$ cat config.mk
export PLATFORM = sky130hd
export DESIGN_NAME = alu_arbiter
export DESIGN_NICKNAME = d
export VERILOG_FILES = /design/src/rtl/alu_arb_pkg.sv /design/src/rtl/rr_arb2.sv /design/src/rtl/alu_arbiter.sv
export SDC_FILE = /design/constraint.sdc
export NUM_CORES = 1
export LEC_CHECK = 0
export CELL_PAD_IN_SITES_DETAIL_PLACEMENT = 1
export CELL_PAD_IN_SITES_GLOBAL_PLACEMENT = 2
export CORE_MARGIN = 1.5
export CORE_UTILIZATION = 37
export CTS_BUF_LIST = sky130_fd_sc_hd__clkbuf_4 sky130_fd_sc_hd__clkbuf_8
export DETAILED_ROUTE_END_ITERATION = 7
export DONT_BUFFER_PORTS = 1
export GPL_TIMING_DRIVEN = 0
export PLACE_DENSITY_LB_ADDON = 0.1
export SKIP_LAST_GASP = 1
export SLEW_MARGIN = 40
export SYNTH_ARGS = -nofsm -noshare
export SYNTH_HDL_FRONTEND = slang
export SYNTH_SLANG_ARGS = --single-unit
$ cat constraint.sdc
create_clock -name clk -period 2.31 [get_ports clk]
set_input_delay 0.1155 -clock clk [delete_from_list [all_inputs] [get_ports clk]]
set_output_delay 0.1155 -clock clk [all_outputs]
set_load 0.02 [all_outputs]
$ cat src/rtl/alu_arb_pkg.sv
// Shared definitions for the ALU arbiter: FSM encoding, ALU opcodes and
// default widths.
package alu_arb_pkg;

  localparam int IN_WIDTH_DEF  = 8;
  localparam int OUT_WIDTH_DEF = 16;

  typedef enum logic [1:0] {
    S_IDLE = 2'd0,
    S_LOAD = 2'd1,
    S_EXEC = 2'd2,
    S_RESP = 2'd3
  } state_t;

  // ALU function codes understood by the external ALU.
  localparam logic [3:0] OP_ADD  = 4'b0000;
  localparam logic [3:0] OP_SUB  = 4'b0001;
  localparam logic [3:0] OP_MUL  = 4'b0010;
  localparam logic [3:0] OP_DIV  = 4'b0011;
  localparam logic [3:0] OP_MOD  = 4'b0100;
  localparam logic [3:0] OP_AND  = 4'b0101;
  localparam logic [3:0] OP_OR   = 4'b0110;
  localparam logic [3:0] OP_XOR  = 4'b0111;
  localparam logic [3:0] OP_NOT  = 4'b1000;
  localparam logic [3:0] OP_NAND = 4'b1001;
  localparam logic [3:0] OP_NOR  = 4'b1010;
  localparam logic [3:0] OP_XNOR = 4'b1011;
  localparam logic [3:0] OP_SHR  = 4'b1100;
  localparam logic [3:0] OP_SHL  = 4'b1101;
  localparam logic [3:0] OP_NOP  = 4'b1111;

endpackage

$ cat src/rtl/rr_arb2.sv
// Two-way round-robin arbiter: combinational grant, registered priority.
// prio1_q set means requester 1 wins a tie; it flips only on a grant.
module rr_arb2 (
  input  logic clk,
  input  logic RST,
  input  logic en,
  input  logic req0,
  input  logic req1,
  output logic gnt0,
  output logic gnt1
);

  logic prio1_q;

  // Grant the sole requester, or on a tie the one not granted last.
  always_comb begin
    gnt0 = en & req0 & (~req1 | ~prio1_q);
    gnt1 = en & req1 & (~req0 |  prio1_q);
  end

  // After granting 0, favour 1 next time, and vice versa.
  always_ff @(posedge clk or negedge RST) begin
    if (!RST)               prio1_q <= 1'b0;
    else if (gnt0 | gnt1)   prio1_q <= gnt0;
  end

endmodule

$ cat src/rtl/alu_arbiter.sv
// Arbitrates two requesters onto one external ALU. Each operation walks
// IDLE -> LOAD -> EXEC -> RESP, so a grant in cycle T yields rsp_valid in T+3.
module alu_arbiter
  import alu_arb_pkg::*;
#(
  parameter int IN_WIDTH  = IN_WIDTH_DEF,
  parameter int OUT_WIDTH = OUT_WIDTH_DEF
) (
  input  logic                 clk,
  input  logic                 RST,
  input  logic                 req0,
  input  logic                 req1,
  input  logic [3:0]           fun0,
  input  logic [3:0]           fun1,
  input  logic [IN_WIDTH-1:0]  a0,
  input  logic [IN_WIDTH-1:0]  b0,
  input  logic [IN_WIDTH-1:0]  a1,
  input  logic [IN_WIDTH-1:0]  b1,
  output logic                 gnt0,
  output logic                 gnt1,
  output logic                 rsp_valid,
  output logic                 rsp_id,
  output logic [OUT_WIDTH-1:0] rsp_data,
  output logic                 rsp_err,
  output logic                 busy,
  output logic [IN_WIDTH-1:0]  alu_a,
  output logic [IN_WIDTH-1:0]  alu_b,
  output logic [3:0]           alu_fun,
  output logic                 alu_en,
  input  logic [OUT_WIDTH-1:0] alu_out,
  input  logic                 alu_out_valid
);

  state_t                state_q, state_d;
  logic                  arb_en, any_gnt;
  logic                  id_q;
  logic [3:0]            fun_q;
  logic [IN_WIDTH-1:0]   a_q, b_q;
  logic                  rsp_id_q, rsp_err_q;
  logic [OUT_WIDTH-1:0]  rsp_data_q;

  // Grants only in IDLE; RST gating keeps gnt low while reset is held.
  assign arb_en  = (state_q == S_IDLE) & RST;
  assign any_gnt = gnt0 | gnt1;

  rr_arb2 u_arb (
    .clk  (clk),
    .RST  (RST),
    .en   (arb_en),
    .req0 (req0),
    .req1 (req1),
    .gnt0 (gnt0),
    .gnt1 (gnt1)
  );

  // State register.
  always_ff @(posedge clk or negedge RST) begin
    if (!RST) state_q <= S_IDLE;
    else      state_q <= state_d;
  end

  // Next state: leave IDLE on a grant, then step unconditionally.
  always_comb begin
    state_d = state_q;
    case (state_q)
      S_IDLE:  if (any_gnt) state_d = S_LOAD;
      S_LOAD:  state_d = S_EXEC;
      S_EXEC:  state_d = S_RESP;
      S_RESP:  state_d = S_IDLE;
      default: state_d = S_IDLE;
    endcase
  end

  // Latch the winner's request at grant. The operand registers drive the
  // ALU directly, so they hold still between operations.
  always_ff @(posedge clk or negedge RST) begin
    if (!RST) begin
      id_q  <= 1'b0;
      fun_q <= OP_NOP;
      a_q   <= '0;
      b_q   <= '0;
    end else if (any_gnt) begin
      id_q  <= gnt1;
      fun_q <= gnt1 ? fun1 : fun0;
      a_q   <= gnt1 ? a1 : a0;
      b_q   <= gnt1 ? b1 : b0;
    end
  end

  // Capture the ALU result at the end of EXEC; an invalid result reads as 0.
  always_ff @(posedge clk or negedge RST) begin
    if (!RST) begin
      rsp_id_q   <= 1'b0;
      rsp_data_q <= '0;
      rsp_err_q  <= 1'b0;
    end else if (state_q == S_EXEC) begin
      rsp_id_q   <= id_q;
      rsp_data_q <= alu_out_valid ? alu_out : '0;
      rsp_err_q  <= ~alu_out_valid;
    end
  end

  assign alu_a     = a_q;
  assign alu_b     = b_q;
  assign alu_en    = (state_q == S_EXEC);
  assign alu_fun   = (state_q == S_EXEC) ? fun_q : OP_NOP;
  assign busy      = (state_q != S_IDLE);
  assign rsp_valid = (state_q == S_RESP);
  assign rsp_id    = rsp_id_q;
  assign rsp_data  = rsp_data_q;
  assign rsp_err   = rsp_err_q;

endmodule

==> results.py <==
metrics = {
    "global_routing": {
        "grt_pass1_vias": 1738,
        "grt_overflow_total": 0,
        "grtUsageTotal": 0.192,
        "grt_max_degree": 43,
        "grt_antenna_before_repair": 0,
        "grt_pass1_wl_um": 8870,
    },
    "logic_synthesis": {
        "synth_warnings": 0,
        "yosys_register_bits": 42,
        "synth_area_leaders": "dfrtp_1 47%, a221o_1 9.9%, nor3b_1 7.4%, and2_1 6.8%, dfstp_2 5.2%",
        "synth.distinct_cells": 26,
        "synth_area_mm2": 0.00202,
        "synth_nets": 261,
        "syn_area_per_cell_um2": 10.3,
        "seq_area_frac_synth": 0.522,
        "synth_top_area_share": 0.470,
        "syn_inst": 196,
        "synth_top_area_cell": "dfrtp_1",
    },
    "cts": {
        "cts_post_setup_buffers_inserted": 0,
        "cts_tree": "done",
        "numCtsBuffers": 5,
        "clock_sinks": 42,
        "cts_max_path_buffers": 2,
        "cts-root-buf": "clkbuf_8",
        "clk_latency_ns": 0.29,
        "clk_pin_slew_worst_paths_ns": 0.08,
        "htree_levels": 2,
    },
    "worst_setup_path": {
        "crit_buf_inv": 2,
        "crit_chain": "inv_1 > ha_1 > clkbuf_1 > nand2b_1",
        "crit_slowest_cell": "ha_1",
        "startpoint": "state_q[0]$_DFFE_PN0P_",
        "cp_top_family": "buffers and inverters",
        "rr_worst_depth": 7,
        "start_kind": "flip-flop",
        "cp.required_ns": 2.19,
        "crit_type": "reg -> out",
        "cp.arrival_ns": 1.96,
        "rr_endpoint": "rsp_data[7]$_DFFE_PN0P_",
        "critPathMaxStageDelay_ns": 0.47,
        "reg2reg_from": "state_q[0]$_DFFE_PN0P_",
        "critPathMaxFanout": 10,
        "endpoint_kind": "primary output",
        "reg2reg_slack_ns": 0.33,
    },
    "sta": {
        "relSlewSlack": 0.606,
        "finalMaxSlewViolations": 0,
        "setup_viol": 0,
        "fin_tns_setup_ns": 0,
        "hold_viol": 0,
        "worstMarginPinSlew_ns": 0.591,
        "period_minus_slack_ns": 2.07,
        "fin_crit_sh": 0.897,
        "max_freq_ghz": 0.483,
        "rsz0062_at_grt": "false",
        "finalClockSkew_ns": 0.00714,
    },
    "finish": {
        "multi_input_area_um2": 815,
        "most-common-layout-cells": "38 x dfrtp_1, 22 x and2_1, 21 x inv_1",
        "regArea_mm2": 0.00106,
        "fillers": 575,
        "drive_above_1_share": 0.0933,
        "post-route-util": 0.475,
        "mostFrequentLayoutCell": "dfrtp_1",
        "antenna_cells": 0,
        "design_area_mm2": 0.00247,
        "area_growth_syn_to_layout_pct": 22.3,
        "fin_nets": 289,
    },
    "drt": {
        "drc_errors": 0,
        "drt_wl_total_um": 5510,
        "routed_via_density": 5.37,
        "drt-pass1-iter-count": 4,
        "antenna_left": 0,
        "post_drt_wl_per_cell_um": 18.7,
        "drt_iter0_markers": 47,
        "num_vias": 1584,
    },
    "power": {
        "leakage_nw": 1.05,
        "ir_drop_uv": 603,
        "power_density_mw_per_mm2": 1410,
        "finalPower_mw": 3.50,
    },
    "hold_path": {
        "min_from": "b0[7]",
        "min_to": "alu_b[7]$_DFFE_PN0P_",
        "hold_depth": 2,
        "worstHoldPathType": "in -> reg",
    },
    "floorplanning": {
        "die_height_um": 76.9,
        "die_width_um": 76.9,
        "io_pins": 104,
        "core_mm2": 0.00520,
        "dieArea_mm2": 0.00592,
        "initial_core_util": 0.389,
        "rows": 26,
    },
    "place": {
        "port_buffers": 0,
        "gp_congestion": 0.814,
        "dp_hpwl_um": 3870,
        "place_area_mm2": 0.00211,
    },
    "job": {
        "cap_violations": 0,
    },
    "status": {
        "status": "complete, no violations",
    },
}
[flip-flops by register name (all words and copies together), names as in the netlist]
register,count
u_arb.prio1_q,1
fun_q,4
rsp_err,1
alu_a,8
id_q,1
rsp_data,16
alu_b,8
rsp_id,1
state_q,2
[area by class of cell]
type	instances	share of cell area
sequential	42	0.427
clock inverter	2	0.0243
tap	70	0.0354
buffer	14	0.0283
timing repair buffer	21	0.0890
multi-input combinational	118	0.329
inverter	22	0.0334
clock buffer	6	0.0334
[logic make-up (layout without fill, tap and decap cells)]
kind of cell	after synthesis	in the layout	share of synthesized area
AO/OA/AOI/OAI	46	46	0.169
adder cells (fa/ha/maj)	4	4	0.0247
buffers and inverters	36	65	0.0754
flip-flops	42	42	0.522
multiplexers	2	2	0.0105
AND/OR/NAND/NOR	66	66	0.198
[where the power goes]
group	internal (mW)	switching (mW)	total [mW]
Clock	0.461	0.254	0.715
Combinational	0.452	0.582	1.03
Sequential	1.12	0.628	1.75
[timing repair]
item | CTS | global route
resized for setup | 0 | 0
endpoints found under the hold margin | 60 | 0
hold buffers | 21 | 0
setup endpoints to repair | 0 | 0
[per-stage QoR]
stage	std cells	hold WS, ns	setup WS (ns)
final	295	0.0726	0.238
after floorplan	196	-0.180	0.709
after global placement	266	-0.179	0.461
after global routing	295	0.0675	0.0591
after detailed placement	266	-0.179	0.329
after CTS	295	0.0619	0.184
[synthesized netlist by cell type]
cell type and count:
nand3_1 2, a31oi_1 1, nor3b_1 20, a21oi_1 2
o21ai_1 4, o211a_1 1, clkbuf_1 9, a221o_1 20
buf_2 2, and2_1 22, buf_1 1, o21ai_0 15
mux2i_1 1, nand2b_1 4, inv_1 21, ha_1 4
dfstp_2 4, nor2b_2 1, mux2_2 1, or2_4 1
dfrtp_1 38, inv_2 1, buf_6 2, o31ai_1 2
o22ai_1 1, nand2_1 16
[metal layers]
layer  part of all wire  GRT usage  wire length (um)  up-vias
li1                   -          -                 -      731
met1               0.42      0.237              2330      772
met2               0.48      0.312              2620       70
met3              0.080     0.0595               443       11
met4              0.020     0.0759               110        0
met5                  0          0                 0        -
[worst max-delay path by stage]
stage / depth (start not counted) / end / slack, ns
final: 4 / alu_fun[1] / 0.24
after global routing: 4 / alu_fun[1] / 0.06
after CTS: 4 / alu_fun[1] / 0.18
after detailed placement: 7 / rsp_data[3]$_DFFE_PN0P_ / 0.33
after global placement: 7 / rsp_data[8]$_DFFE_PN0P_ / 0.46
after floorplan: 6 / alu_a[4]$_DFFE_PN0P_ / 0.71
No activity file was read; power rests on OpenSTA's default activity.
